<file path="config.mk">
export PLATFORM = sky130hd
export DESIGN_NAME = mwadd_seq_flat
export DESIGN_NICKNAME = d
export VERILOG_FILES = /design/src/rtl/mwadd_seq_if.sv /design/src/rtl/mwadd_seq.sv /design/src/flat_wrapper.sv
export SDC_FILE = /design/constraint.sdc
export NUM_CORES = 1
export LEC_CHECK = 0
export CORE_AREA = 3 3 190 192
export DETAILED_ROUTE_END_ITERATION = 10
export DIE_AREA = 0 0 193 195
export GPL_ROUTABILITY_DRIVEN = 0
export PLACE_DENSITY = 0.81
export SYNTH_ARGS = -nofsm -noshare
export SYNTH_HDL_FRONTEND = slang
export SYNTH_SLANG_ARGS = --single-unit
</file>
<file path="constraint.sdc">
create_clock -name clk -period 3.1 [get_ports clk]
set_input_delay 0.31 -clock clk [delete_from_list [all_inputs] [get_ports clk]]
set_output_delay 0.31 -clock clk [all_outputs]
set_load 0.02 [all_outputs]
</file>
<file path="src/rtl/mwadd_seq_if.sv">
// Request/result bus of the multi-word addition sequencer.
// MWADD_SUB_EN adds the 'sub' request bit.
interface mwadd_seq_if #(
  parameter int WORDS = 4
);
  logic                  start;
  logic [32*WORDS-1:0]   op_a;
  logic [32*WORDS-1:0]   op_b;
  logic                  cin;
`ifdef MWADD_SUB_EN
  logic                  sub;
`endif
  logic                  busy;
  logic                  done;
  logic [32*WORDS-1:0]   sum;
  logic                  cout;

`ifdef MWADD_SUB_EN
  modport master (output start, op_a, op_b, cin, sub, input busy, done, sum, cout);
  modport slave  (input start, op_a, op_b, cin, sub, output busy, done, sum, cout);
`else
  modport master (output start, op_a, op_b, cin, input busy, done, sum, cout);
  modport slave  (input start, op_a, op_b, cin, output busy, done, sum, cout);
`endif
endinterface

</file>
<file path="src/rtl/mwadd_seq.sv">
// Feeds two WORDS x 32-bit operands through an external LCA_32, LSW first, chaining carries.
// Optional feature macro: MWADD_SUB_EN (A-B via inverted B and forced carry-in).
module mwadd_seq #(
  parameter int WORDS = 4
) (
  input  logic        clk,
  input  logic        rst_n,
  mwadd_seq_if.slave  bus,
  output logic [31:0] add_a,
  output logic [31:0] add_b,
  output logic        add_c0,
  input  logic [31:0] add_f,
  input  logic        add_c2
);

  localparam int WIDTH = 32 * WORDS;
  localparam int IDX_W = $clog2(WORDS);
  localparam logic [IDX_W-1:0] LAST_IDX = IDX_W'(WORDS - 1);

  typedef enum logic [1:0] {
    IDLE = 2'd0,
    RUN  = 2'd1,
    DONE = 2'd2
  } state_t;

  state_t             state_r;
  logic [WIDTH-1:0]   a_r;
  logic [WIDTH-1:0]   b_r;
  logic [WIDTH-1:0]   sum_r;
  logic [IDX_W-1:0]   idx_r;
  logic               carry_r;
  logic               cout_r;
  logic               busy_r;
  logic               done_r;
  logic               carry_init_s;
  logic               sub_r;

  // Subtraction starts the chain with carry 1 so that ~B + 1 forms -B.
`ifdef MWADD_SUB_EN
  assign carry_init_s = bus.sub ? 1'b1 : bus.cin;
`else
  assign carry_init_s = bus.cin;
  assign sub_r        = 1'b0;
`endif

  // Sequencer state, latched operands, word index, carry chain and result.
  always_ff @(posedge clk or negedge rst_n) begin
    if (!rst_n) begin
      state_r <= IDLE;
      a_r     <= {WIDTH{1'b0}};
      b_r     <= {WIDTH{1'b0}};
      sum_r   <= {WIDTH{1'b0}};
      idx_r   <= {IDX_W{1'b0}};
      carry_r <= 1'b0;
      cout_r  <= 1'b0;
      busy_r  <= 1'b0;
      done_r  <= 1'b0;
`ifdef MWADD_SUB_EN
      sub_r   <= 1'b0;
`endif
    end else begin
      case (state_r)
        IDLE: begin
          if (bus.start) begin
            a_r     <= bus.op_a;
            b_r     <= bus.op_b;
            idx_r   <= {IDX_W{1'b0}};
            carry_r <= carry_init_s;
            busy_r  <= 1'b1;
            state_r <= RUN;
`ifdef MWADD_SUB_EN
            sub_r   <= bus.sub;
`endif
          end else begin
            state_r <= IDLE;
          end
        end
        RUN: begin
          sum_r[32*idx_r +: 32] <= add_f;
          carry_r               <= add_c2;
          if (idx_r == LAST_IDX) begin
            cout_r  <= add_c2;
            done_r  <= 1'b1;
            state_r <= DONE;
          end else begin
            idx_r   <= idx_r + 1'b1;
          end
        end
        DONE: begin
          done_r  <= 1'b0;
          busy_r  <= 1'b0;
          state_r <= IDLE;
        end
        default: begin
          done_r  <= 1'b0;
          busy_r  <= 1'b0;
          state_r <= IDLE;
        end
      endcase
    end
  end

  // Operand mux toward the adder; quiet (all zero) outside RUN.
  always_comb begin
    add_a  = 32'd0;
    add_b  = 32'd0;
    add_c0 = 1'b0;
    if (state_r == RUN) begin
      add_a  = a_r[32*idx_r +: 32];
      add_b  = sub_r ? ~b_r[32*idx_r +: 32] : b_r[32*idx_r +: 32];
      add_c0 = carry_r;
    end else begin
      add_a  = 32'd0;
      add_b  = 32'd0;
      add_c0 = 1'b0;
    end
  end

  assign bus.busy = busy_r;
  assign bus.done = done_r;
  assign bus.sum  = sum_r;
  assign bus.cout = cout_r;

endmodule

</file>
<file path="src/flat_wrapper.sv">
// flat-port wrapper written by rule: the top's interface ports become plain ports
module mwadd_seq_flat 
#(
  parameter int WORDS = 4
)
  (clk, rst_n, add_a, add_b, add_c0, add_f, add_c2, bus_start, bus_op_a, bus_op_b, bus_cin, bus_busy, bus_done, bus_sum, bus_cout);
  mwadd_seq_if #(.WORDS(WORDS)) bus_i ();
  input  logic clk;
  input  logic rst_n;
  output logic [31:0] add_a;
  output logic [31:0] add_b;
  output logic add_c0;
  input  logic [31:0] add_f;
  input  logic add_c2;
  input wire logic [$bits(bus_i.start)-1:0] bus_start;
  input wire logic [$bits(bus_i.op_a)-1:0] bus_op_a;
  input wire logic [$bits(bus_i.op_b)-1:0] bus_op_b;
  input wire logic [$bits(bus_i.cin)-1:0] bus_cin;
  output wire logic [$bits(bus_i.busy)-1:0] bus_busy;
  output wire logic [$bits(bus_i.done)-1:0] bus_done;
  output wire logic [$bits(bus_i.sum)-1:0] bus_sum;
  output wire logic [$bits(bus_i.cout)-1:0] bus_cout;
  assign bus_i.start = bus_start;
  assign bus_i.op_a = bus_op_a;
  assign bus_i.op_b = bus_op_b;
  assign bus_i.cin = bus_cin;
  assign bus_busy = bus_i.busy;
  assign bus_done = bus_i.done;
  assign bus_sum = bus_i.sum;
  assign bus_cout = bus_i.cout;
  mwadd_seq #(.WORDS(WORDS)) u_core (.clk(clk), .rst_n(rst_n), .bus(bus_i), .add_a(add_a), .add_b(add_b), .add_c0(add_c0), .add_f(add_f), .add_c2(add_c2));
endmodule
</file>
## After elaboration in Yosys (flattened, before gate mapping)

Cells that the tools add are included.

| operators by class | value |
|---|---|
| add/sub/neg operators | 2 |
| equal/unequal tests | 5 |
| shift-type cells | 4 |
| mux-type cells | 16 |
| bitwise logic cells | 2 |
| reduce and logical (&&, ||, !) cells | 8 |

Operators by type and width:

| cell | number |
|---|---|
| $shiftx A128 B8 Y32 | 2 |
| $bwmux W128 | 1 |
| $shift A32 B34 Y128 const A | 1 |
| $shiftx A32 B34 Y128 | 1 |
| $mux W32 | 2 |
| $neg A7 Y34 | 1 |
| $reduce_and A2 Y1 | 5 |
| $pmux W2 S2 | 2 |
| $mux W2 | 3 |
| $pmux W1 S2 | 3 |
| $mux W1 | 5 |
| $ne A2 B2 Y1 const B | 2 |
| $reduce_and A3 Y1 | 1 |
| $add A2 B1 Y2 const B | 1 |
| $eq A2 B1 Y1 const B | 1 |
| $eq A2 B2 Y1 const B | 1 |
| $logic_not A2 Y1 | 1 |
| $ne A2 B1 Y1 const B | 1 |
| $not A1 Y1 | 2 |
| $reduce_bool A2 Y1 | 1 |

| storage, ports and cells | value |
|---|---|
| flip-flop bits (word level) | 392 |
| input bits | 293 |
| word-level logic and storage cells | 46 |

## Depth between registers and ports, before layout

Gate-level depths: netlist (run 1).

| logic depth | value |
|---|---|
| depth in word-level cells | 3 |
| mapped depth | 7 |

## Worst setup path after synthesis (run 1)

Ideal clock, no wire load.

| timing path | value |
|---|---|
| kind | flip-flop to flip-flop |
| start point | register u_core.idx_r[1] |
| end point | register u_core.sum_r[117], in the netlist u_core.bus.sum[117] |
| setup time | 0.066 ns |
| data arrival time | 1.952 ns |
| setup slack | 1.081 ns |
| stages on the path, launching flop included | 8 |
| buffers on the path | 2 |
| clock period less this slack | 2.019 ns |
| path through | dfrtp_1 inv_1 ha_1 or3b_1 nor4b_2 buf_4 buf_6 a22o_1 |

| on the way | value |
|---|---|
| word-level cells in the longest chain between the ends | 3 |
| elaborated cells on any way between the ends | 4 |

RTL lines:

| what | line | RTL |
|---|---|---|
| start: declaration | mwadd_seq.sv:30 | `logic [IDX_W-1:0] idx_r;` |
| start signal: assignment | mwadd_seq.sv:53 | `idx_r <= {IDX_W{1'b0}};` |
| start signal: assignment | mwadd_seq.sv:67 | `idx_r <= {IDX_W{1'b0}};` |
| start signal: assignment | mwadd_seq.sv:86 | `idx_r <= idx_r + 1'b1;` |
| $neg A7 Y34 (*) | mwadd_seq.sv:79 | `sum_r[32*idx_r +: 32] <= add_f;` |
| $shiftx A32 B34 Y128 or $shift A32 B34 Y128 (tied branches) | mwadd_seq.sv:79 |  |
| $bwmux W128 (*) | mwadd_seq.sv:79 |  |
| end signal: assignment | mwadd_seq.sv:52 | `sum_r <= {WIDTH{1'b0}};` |
| end: declaration | mwadd_seq.sv:29 | `logic [WIDTH-1:0] sum_r;` |

Mark *: on every way between the ends. The rest lies on a longest branch, timed or not.
A chain may end at the register's enable or synchronous reset.

## Worst setup path after layout (run 1)

| timing path | value |
|---|---|
| start point | register u_core.idx_r[0] |
| end point | output port add_a[14] |

| on the way | value |
|---|---|
| word-level cells in the longest chain between the ends | 2 |

RTL lines:

| what | line | RTL |
|---|---|---|
| $shiftx A128 B8 Y32 | mwadd_seq.sv:109 | `add_a = a_r[32*idx_r +: 32];` |
| $mux W32 | mwadd_seq.sv:108 | `if (state_r == RUN) begin` |
| end: declaration | flat_wrapper.sv:10 | `output logic [31:0] add_a;` |

Every way passes these cells.

==> results.md, run 1 <==
- Outcome: finished clean
- Pre-Repair DR Iteration Count: 5
- Async set or reset register ratio after synthesis: 100%
- Top_reg_cell synth: dfrtp_1
- Final std cells w/o fill: 2254
- Clk Tree Root Cell: clkbuf_16
- WL final: 49100 um
- Layout Skew: 0.0119 ns
- H-tree depth: 2
- Max-cap violations: 0
- Slew HR: 51.8%
- Post-synth EDFFs: 0
- Initial Util: between 40% and 50%
- Wirelength per Cell: 21.8 um
- Worst skew pair latency: 0.52 ns
- Crit. Startpoint: u_core.idx_r[0]
- Starting DRT DRC Count: 638
- PortBufs: 488
- RR Endpoint: u_core.bus.sum[106]
- Yosys warnings: 0
- Sequential share of the synthesized area: 59.2%
- WP data required: ~2.8 ns
- Largest net degree at the start of global routing: 82
- Ports: 489
- Commonest non-fill, non-tap cell in the layout: clkdlybuf4s50_1
- Routed Antenna Nets: 0
- HPWL Detailed: roughly 35000 um
- Critical path capture point: add_a[14]
- Core area: 34500 um2
- Placed inst area: approximately 22000 um2
- Antenna violations before repair: 14
- Worst path cell trace: buf_12 -> mux2i_1 -> o22ai_1 -> clkdlybuf4s50_1
- Crit path launch type: flip-flop
- Max Clk Rate: 336 MHz
- Placed instance count: 2169
- Row Count: 68
- Leakage: 9.84 nW
- Hold Crit Class: in2async
- Via-to-Cell Ratio: 5.48
- Critical path class: reg2out
- R2R cell count: 6
- Number of distinct library cells after synthesis: 31
- Pin slew with the least headroom to its limit: 0.721 ns
- Most frequent cells in the layout: 487 x clkdlybuf4s50_1, 391 x dfrtp_1, 257 x mux2_2
- Num CTS Buffers: 42
- Critical Path Stages: 4
- Die height: 195 um
- Worst-path clk slew: 0.06 ns
- Peak supply drop: 0.000949 V
- Setup TNS: 0 ns
- Worst reg2reg path startpoint: u_core.idx_r[0]
- CTS tree: built
- Fin area: between 20000 and 25000 um2
- NumNets Final: just over 2000
- Die X: ~190 um
- Power per cell area: 1160 nW/um2
- Mapped Area: 16600 um2
- # fillers: 2493
- Max-slew violation count: 0
- Mapped Cells: 1285
- WP buf/inv: 2
- Yosys reg bits: 392
- Vias: 12300
- # DRC: 0
- Hold Vio Cnt, Final: 0
- Layout cells sized above 1: 20.0%
- GR Overflow Total: 0
- Final Critical Period: roughly 3.0 ns
- Critical Path Max Stage Delay: 0.62 ns
- Maximum fanout along the worst path: 58
- R2r setup slk: 0.47 ns
- GRT Total Usage: 25.3%
- Post-CTS Setup Inserts: 0
- First-pass GRT wire length: 74100 um
- Synth Area per Inst: 12.9 um2
- Synth Net Count: 1584
- CTS sink count: 392
- P&R area growth vs syn: 41.5%
- CP arrival: 2.66 ns
- CP Capture Type: output port
- Max Root-Sink Buffers: 3
- Worst path slowest cell: dfrtp_4
- Die area: between 30000 and 40000 um2
- Top delay family on crit path: buffers and inverters
- Tot Pwr: 27.3 mW
- Tcrit/Tclk final: 95.9%
- Vias in the first global route: approximately 13000
- Final setup vio count: 0
## worst min-delay path by stage
stage / from / to / slack [ns]
2_1_floorplan: rst_n / u_core.a_r[0] / 0.01
3_3_place_gp: rst_n / u_core.a_r[43] / 0.36
3_5_place_dp: rst_n / u_core.a_r[43] / 0.36
4_1_cts: bus_op_a[13] / u_core.a_r[13] / 0.37
5_1_grt: bus_op_a[103] / u_core.a_r[103] / 0.38
6_report: rst_n / u_core.a_r[43] / 0.39
## cells by family after synthesis
family,Yosys count,synth area share (%)
buf+inv,95,2.54
simple gates,204,5.14
fa+ha+maj,6,0.453
flops,392,59.2
mux,385,25.2
compound gates,203,7.53
## where the power goes
part / internal [mW] / total [mW] / switching [mW]
clock network: 3.02 / 4.98 / 1.96
logic: 6.44 / 13.1 / 6.63
registers: 7.71 / 9.29 / 1.57
total: 17.2 / 27.3 / 10.2
## per-layer routing
layer | vias to the layer above | part of all wire (%) | global-route usage [%]
met1 | 6136 | 36 | 29.7
met5 | - | 0.077 | 0
met4 | 6 | 4.1 | 10.1
met2 | 558 | 50 | 43.7
li1 | 5527 | - | -
met3 | 116 | 9.1 | 7.18
## registers in the layout, indices dropped and copies added, names as in the netlist
signal           count
u_core.carry_r       1
u_core.bus.busy      1
u_core.b_r         128
u_core.idx_r         2
u_core.bus.sum     128
u_core.a_r         128
u_core.bus.done      1
u_core.bus.cout      1
u_core.state_r       2
## per-stage QoR
stage | setup WS, ns | hold WS (ns) | util, %
2_1_floorplan | 1.08 | 0.0144 | -
3_3_place_gp | 0.543 | 0.356 | 63.8
3_5_place_dp | 0.488 | 0.361 | 63.8
4_1_cts | 0.0615 | 0.372 | 67.8
5_1_grt | -0.00345 | 0.378 | 67.9
6_report | 0.127 | 0.391 | 67.9
## what timing repair did
action,CTS,global route
hold endpoints to repair,71,0
setup endpoints to repair,8,9
hold buffers,1,0
gates resized for setup,2,1
## synthesized netlist by cell type, types with 2 or more instances
master | count | share of area (%)
a21oi_1 | 3 | 0.091
a22o_1 | 38 | 2.0
a22oi_1 | 2 | 0.091
and2_1 | 2 | 0.075
and3_1 | 2 | 0.075
buf_1 | 6 | 0.14
buf_2 | 40 | 1.2
buf_4 | 2 | 0.091
clkbuf_1 | 42 | 0.95
dfrtp_1 | 392 | 59
ha_1 | 6 | 0.45
inv_1 | 4 | 0.091
mux2_2 | 257 | 17
mux2i_1 | 128 | 7.7
nand2_1 | 183 | 4.1
nand3b_1 | 4 | 0.18
nor2_1 | 3 | 0.068
nor4b_2 | 2 | 0.18
nor4bb_1 | 2 | 0.12
o21ai_0 | 89 | 2.7
o21ai_1 | 5 | 0.15
o22ai_1 | 64 | 2.4
## cell type report
| cell class | instances | area [um2] | area share, % |
|---|---|---|---|
| Inverter | 4 | 15.0 | 0.0640 |
| Multi-Input combinational cell | 798 | 6400 | 27.3 |
| Antenna cell | 11 | 27.5 | 0.117 |
| Tap cell | 455 | 569 | 2.43 |
| Sequential cell | 392 | 9810 | 41.8 |
| Timing Repair Buffer | 521 | 5270 | 22.5 |
| Clock buffer | 64 | 1250 | 5.32 |
| Clock inverter | 9 | 126 | 0.538 |
Note: power is estimated with default switching activity, not from simulation.
==> run 2, diff against run 1 <==
--- a/config.mk
+++ b/config.mk
@@ -10,6 +10,7 @@
 export DIE_AREA = 0 0 193 195
 export GPL_ROUTABILITY_DRIVEN = 0
 export PLACE_DENSITY = 0.81
+export SETUP_SLACK_MARGIN = 0.02
 export SYNTH_ARGS = -nofsm -noshare
 export SYNTH_HDL_FRONTEND = slang
 export SYNTH_SLANG_ARGS = --single-unit
==> run 2 against run 1 <==
Compared with the run above:
- power is essentially flat
- clock skew is essentially flat
- sequential power is essentially flat
- count of clock-buffer cells in the layout is the same
- non-clock buffer count is the same
- clock power is essentially flat
- final cell count is the same
- routed wire length is essentially flat
- critical path type unchanged
==> results.md, run 2 (synthesis results as in run 1) <==
- Tcrit/Tclk final: 95.1% (-0.81 points)
- Peak supply drop: 0.000949 V (about the same)
- GR Util met2: 43.7% (unchanged)
- CP Capture Type: output port
- Worst path cell trace: nor2b_2 -> nand2_2 -> buf_6 -> o22ai_1 -> clkdlybuf4s50_1
- Clk Tree Root Cell: clkbuf_16
- Layout Skew: 0.0117 ns (-0.000141 ns)
- Ports: 489 (unchanged)
- Hold Crit Class: in2async
- Starting DRT DRC Count: 639 (+0.16%)
- Max Clk Rate: 339 MHz (+0.85%)
- Reg area: 9810 um2 (unchanged)
- Max-cap violations: 0 (unchanged)
- GRT Total Usage: 25.3% (unchanged)
- Hold Vio Cnt, Final: 0 (unchanged)
- Critical Path Max Stage Delay: 0.68 ns (+0.06 ns)
- Max Root-Sink Buffers: 3 (unchanged)
- Via-to-Cell Ratio: 5.48 (about the same)
- Most frequent cells in the layout: 487 x clkdlybuf4s50_1, 391 x dfrtp_1, 257 x mux2_2
- Die height: 195 um (unchanged)
- Met3 track demand over resource: 7.18% (unchanged)
- Setup TNS: 0 ns (unchanged)
- R2R cell count: 6 (unchanged)
- Largest net degree at the start of global routing: 82 (unchanged)
- Row Count: 68 (unchanged)
- NumNets Final: 2058 (unchanged)
- Worst path slowest cell: clkdlybuf4s50_1
- Post-CTS Setup Inserts: 0 (unchanged)
- RSZ-0062 raised after global routing: false
- # fillers: 2491 (-0.080%)
- Final setup vio count: 0 (unchanged)
- Area of the multi-input gates: 6400 um2 (unchanged)
- Routed Antenna Nets: 0 (unchanged)
- P&R area growth vs syn: 41.6% (about the same)
- Antenna violations before repair: 14 (unchanged)
- Initial Util: 48.0% (unchanged)
- GRT busiest layer: met2
- Layout cells sized above 1: 20.0% (unchanged)
- Met1 usage: 29.7% (unchanged)
- Final std cells w/o fill: 2254 (unchanged)
- WP data required: 2.79 ns (about the same)
- Pre-Repair DR Iteration Count: 5 (unchanged)
- Wirelength per Cell: 21.8 um (about the same)
- Leakage: 9.84 nW (about the same)
- Worst-path clk slew: 0.06 ns (about the same)
- R2r setup slk: 0.46 ns (about the same)
- Maximum fanout along the worst path: 64 (+10%)
- Pin slew with the least headroom to its limit: 0.721 ns (+0.000227 ns)
- RR Endpoint: u_core.bus.sum[106]
- CP arrival: 2.64 ns (-0.02 ns)
- Crit path launch type: flip-flop
- Slew HR: 51.8% (about the same)
- WL final: 49100 um (about the same)
- HPWL Detailed: 35300 um (unchanged)
- Placed instance count: 2169 (unchanged)
- Vias: 12300 (+0.032%)
- CTS sink count: 392 (unchanged)
- # DRC: 0 (unchanged)
- Final Critical Period: 2.95 ns (-0.0251 ns)
- Die area: 37600 um2 (unchanged)
- Outcome: finished clean
- Core area: 34500 um2 (unchanged)
- Vias in the first global route: 13100 (unchanged)
- Commonest non-fill, non-tap cell in the layout: clkdlybuf4s50_1
- Num CTS Buffers: 42 (unchanged)
- GR Overflow Total: 0 (unchanged)
- Critical path class: reg2out
- Power per cell area: 1160 nW/um2 (about the same)
- Worst reg2reg path startpoint: u_core.idx_r[0]
- H-tree depth: 2 (unchanged)
- Die X: 193 um (unchanged)
- Tot Pwr: 27.3 mW (about the same)
- Hold WS: 0.392 ns (+0.000550 ns)
- Max-slew violation count: 0 (unchanged)
- First-pass GRT wire length: 74100 um (unchanged)
- CTS tree: built
- Worst skew pair latency: 0.52 ns (about the same)
- PortBufs: 488 (unchanged)
## run 2: cell count changes in the layout (fill, tap and decap cells not counted)
cell    change
buf_12      -1
buf_16      +1
## run 2: worst max-delay path by stage
stage / from / to / slack (ns)
finish: u_core.state_r[0] / add_a[28] / 0.15
global route: u_core.state_r[0] / add_a[28] / 0.02
CTS: u_core.state_r[0] / add_a[18] / 0.06
detailed placement: u_core.state_r[1] / add_a[18] / 0.49
global placement: u_core.state_r[1] / add_a[28] / 0.54
floorplan: u_core.idx_r[1] / u_core.bus.sum[117] / 1.08
## run 2: critical path: cells and delay by family (launching register included)
kind / cells / cell delay (ns)
buffers and inverters: 2 / 0.90
DFF: 1 / 0.48
and+or+nand+nor: 2 / 0.33
AOI/OAI and AO/OA: 1 / 0.31
## run 2: metrics by stage
step / instance area, um2 / util [%] / worst slack, ns
after floorplan: 16600 / - / 1.08
after global placement: 22000 / 63.8 / 0.543
after detailed placement: 22000 / 63.8 / 0.488
after CTS: 23400 / 67.8 / 0.0615
after global routing: 23500 / 68.0 / 0.0202
final: 23500 / 68.0 / 0.152
## run 2: final cells by class
| cell class | instances | area share [%] |
|---|---|---|
| Inverter | 4 | 0.0640 |
| Antenna cell | 11 | 0.117 |
| Clock buffer | 64 | 5.31 |
| Sequential cell | 392 | 41.8 |
| Timing Repair Buffer | 521 | 22.5 |
| Multi-Input combinational cell | 798 | 27.2 |
| Tap cell | 455 | 2.43 |
| Clock inverter | 9 | 0.538 |
## run 2: repair_timing
action                     4_1_cts  5_1_grt
setup endpoints to repair       18       19
resized for setup                2        2
hold buffers                     1        0
hold endpoints to repair        71        0
## run 2: power breakdown
| part | internal, mW | switching (mW) | total (mW) |
|---|---|---|---|
| combinational | 6.45 | 6.63 | 13.1 |
| sequential | 7.71 | 1.58 | 9.29 |
| clock | 3.02 | 1.96 | 4.98 |
## run 2: metal layers
layer	up-vias	share of wire, %
li1	5524	-
met1	6139	36
met2	558	50
met3	120	9.2
met4	6	4.2
met5	-	0.077
==> run 3, diff against run 2 <==
--- a/config.mk
+++ b/config.mk
@@ -5,11 +5,12 @@
 export SDC_FILE = /design/constraint.sdc
 export NUM_CORES = 1
 export LEC_CHECK = 0
-export CORE_AREA = 3 3 190 192
+export ABC_AREA = 1
+export CORE_MARGIN = 3
+export CORE_UTILIZATION = 53
 export DETAILED_ROUTE_END_ITERATION = 10
-export DIE_AREA = 0 0 193 195
 export GPL_ROUTABILITY_DRIVEN = 0
-export PLACE_DENSITY = 0.81
+export PLACE_DENSITY = 0.87
 export SETUP_SLACK_MARGIN = 0.02
 export SYNTH_ARGS = -nofsm -noshare
 export SYNTH_HDL_FRONTEND = slang
==> run 3 against run 2 <==
Compared with the run above:
- worst setup slack worse by 0.045 ns
- power is 0.94% higher
- critical path depth is 1 higher
- core utilization is 6.5 points higher
- clock skew is 0.0018 ns higher
- critical path type unchanged
- area after synthesis is 7.9% higher
- largest power group unchanged
- fmax is 1.5% lower
- die area is 4.4% lower
- sequential share of layout area is 1.7 points lower
- final area is 4.2% higher
==> results.md, run 3 <==
- Outcome: finished clean
- Synth Area per Inst: 7.83 um2 (-39%)
- Ports: 489 (unchanged)
- Mapped Cells: 2285 (+78%)
- RR Endpoint: u_core.bus.sum[77]
- Post-CTS Setup Inserts: 0 (unchanged)
- RSZ-0062 raised after global routing: false
- Max-cap violations: 0 (unchanged)
- Leakage: 12.3 nW (+25%)
- Post-synth top cells: 602 x nand2_1, 392 x dfrtp_1, 324 x inv_1, 317 x nor2_1, 310 x a21oi_1
- Worst-path clk slew: 0.06 ns (about the same)
- Starting DRT DRC Count: 1390 (+120%)
- Critical Path Max Stage Delay: 0.57 ns (-0.11 ns)
- Clk Tree Root Cell: clkbuf_16
- Worst reg2reg path startpoint: u_core.idx_r[0]
- Mapped Area: 17900 um2 (+7.9%)
- Final Critical Period: 2.99 ns (+0.0451 ns)
- Row Count: 66 (-2.9%)
- Final setup vio count: 0 (unchanged)
- Post-synthesis xor/xnor area fraction: 0% (unchanged)
- Worst path cell trace: inv_4 -> buf_4 -> nand2_1 -> nand3_1 -> a21oi_1 -> clkdlybuf4s50_1
- GR Util met2: 54.9% (+11 points)
- Top cell type's share of synthesized area: 54.8% (-4.3 points)
- Async set or reset register ratio after synthesis: 100% (unchanged)
- Post-synth EDFFs: 0 (unchanged)
- Num CTS Buffers: 42 (unchanged)
- Top delay family on crit path: buffers and inverters
- Largest net degree at the start of global routing: 117 (+43%)
- R2R cell count: 8 (+2)
- GRT Total Usage: 32.7% (+7.4 points)
- P&R area growth vs syn: 36.8%
- CTS sink count: 392 (unchanged)
- NumNets Final: 3016 (+47%)
- HPWL Detailed: 41100 um (+16%)
- Number of distinct library cells after synthesis: 20 (-35%)
- Yosys warnings: 0 (unchanged)
- Initial Util: 54.4% (+6.4 points)
- Antenna violations before repair: 14 (unchanged)
- Layout cells sized above 1: 4.66% (-15 points)
- Placed inst area: 23000 um2 (+4.3%)
- GRT busiest layer: met2
- Post-synthesis compound-gate area fraction: 10.1% (+2.6 points)
- Routed Antenna Nets: 0 (unchanged)
- Critical path class: reg2out
- Area contributors post-synth: dfrtp_1 55%, nand2_1 13%, a21oi_1 8.7%
- First-pass GRT wire length: 92900 um (+25%)
- WP data required: 2.79 ns (about the same)
- Slew HR: 27.5% (-24 points)
- Vias: 17300 (+40%)
- Tot Pwr: 27.6 mW (+0.94%)
- Pre-Repair DR Iteration Count: 5 (unchanged)
- H-tree depth: 2 (unchanged)
- R2r setup slk: 0.39 ns (-0.07 ns)
- Fin area: 24500 um2 (+4.2%)
- Most frequent cells in the layout: 600 x nand2_1, 487 x clkdlybuf4s50_1, 390 x dfrtp_1
- Die area: 36000 um2 (-4.4%)
- WL final: 60200 um (+23%)
- Largest family of logic cells by synthesized area: simple AND/OR/NAND/NOR gates
- Synth Net Count: 2584 (+63%)
- Pin slew with the least headroom to its limit: 1.09 ns (+0.365 ns)
- Die height: 190 um (-2.7%)
- CP Capture Type: output port
- Yosys reg bits: 392 (unchanged)
- Final WS setup: 0.107 ns (-0.0451 ns)
- Max Root-Sink Buffers: 3 (unchanged)
- Post-Synth Adder-Cell Area: 0.420% (-0.033 points)
- Synth Area in Simple Gates: 23.6% (+18 points)
- Max-slew violation count: 0 (unchanged)
- Wirelength per Cell: 18.8 um (-14%)
- Hold Vio Cnt, Final: 0 (unchanged)
- Worst path slowest cell: clkdlybuf4s50_1
- Placement Setup Slack: 0.410 ns (-0.0786 ns)
- Power per cell area: 1130 nW/um2 (-3.2%)
- Sequential share of the synthesized area: 54.8% (-4.3 points)
- Mux contribution to synthesized area: 0% (-25 points)
- Core area: 32900 um2 (-4.9%)
- Crit path launch type: flip-flop
- Met3 track demand over resource: 7.24% (+0.060 points)
- Vias in the first global route: 17700 (+35%)
- Top_reg_cell synth: dfrtp_1
- PortBufs: 488 (unchanged)
- CTS tree: built
- Critical Path Stages: 6 (+1)
- Max Clk Rate: 334 MHz (-1.5%)
- Maximum fanout along the worst path: 34 (-47%)
- Tcrit/Tclk final: 96.5% (+1.5 points)
- GR Overflow Total: 0 (unchanged)
- CP arrival: 2.68 ns (+0.04 ns)
- WP buf/inv: 3 (+1)
- # DRC: 0 (unchanged)
- Met1 usage: 38.5% (+8.8 points)
- Critical path capture point: add_a[23]
- Most frequent cell after synthesis: nand2_1
- Setup TNS: 0 ns (unchanged)
- Commonest non-fill, non-tap cell in the layout: nand2_1
- Via-to-Cell Ratio: 5.41 (-1.2%)
- Peak supply drop: 0.000752 V (-21%)
- Hold Crit Class: in2async
- Crit. Startpoint: u_core.idx_r[0]
- Worst skew pair latency: 0.52 ns (about the same)
- Dominant cell type by area after synthesis: dfrtp_1
- Layout Skew: 0.0136 ns (+0.00182 ns)
- Die X: 190 um (-1.7%)
-- run 3: cell types whose count changed after synthesis, moves of 15 or more --
cell,before,now
mux2i_1,128,0
a21oi_1,3,310
mux2_2,257,0
inv_1,4,324
nor2_1,3,317
clkbuf_1,42,27
nand2_1,183,602
o21ai_0,89,32
buf_2,40,81
o22ai_1,64,0
a22o_1,38,0
nand3_1,0,141
-- run 3: area by class of cell --
class / instances / area (um2)
diodes: 15 / 37.5
clock inverters: 14 / 206
multi-input cells: 1428 / 6110
inverters: 327 / 1230
fillers: 2296 / 8400
flip-flops and latches: 392 / 9810
clock buffers: 58 / 1200
repair buffers: 526 / 5310
well taps: 442 / 553
-- run 3: kinds of logic after synthesis --
kind of cell             count (synthesis)
AND/OR/NAND/NOR                       1068
buffers and inverters                  465
flip-flops                             392
AO/OA/AOI/OAI                          354
adder cells (fa/ha/maj)                  6
-- run 3: metrics by stage --
| stage | util, % | instances | hold WS (ns) |
|---|---|---|---|
| after floorplan | - | 2285 | 0.0144 |
| after global placement | 70.0 | 3114 | 0.296 |
| after detailed placement | 70.0 | 3114 | 0.301 |
| after CTS | 74.3 | 3187 | 0.345 |
| after global routing | 74.4 | 3199 | 0.357 |
| final | 74.5 | 3202 | 0.319 |
-- run 3: how the worst min path moves through the flow --
stage	to	from	cells after the start
after floorplan	u_core.a_r[0]	rst_n	0
after global placement	u_core.b_r[75]	rst_n	1
after detailed placement	u_core.b_r[75]	rst_n	1
after CTS	u_core.a_r[29]	bus_op_a[29]	3
after global routing	u_core.a_r[124]	bus_op_a[124]	3
final	u_core.b_r[75]	rst_n	2
-- run 3: routing by layer --
layer | vias to the layer above | wire, um
met5 | - | 13
met4 | 2 | 3760
met3 | 232 | 5950
met2 | 1028 | 29500
met1 | 8225 | 21000
li1 | 7835 | -
-- run 3: repair_timing --
item	4_1_cts	5_1_grt
gates resized for setup	2	1
pin swaps	0	0
hold endpoints to repair	55	0
hold buffers	1	0
setup endpoints to repair	6	7
-- run 3: power breakdown --
group	internal, mW	switching (mW)
Combinational	5.26	8.63
Sequential	7.51	1.05
Clock	3.12	2.04
Total	15.9	11.7
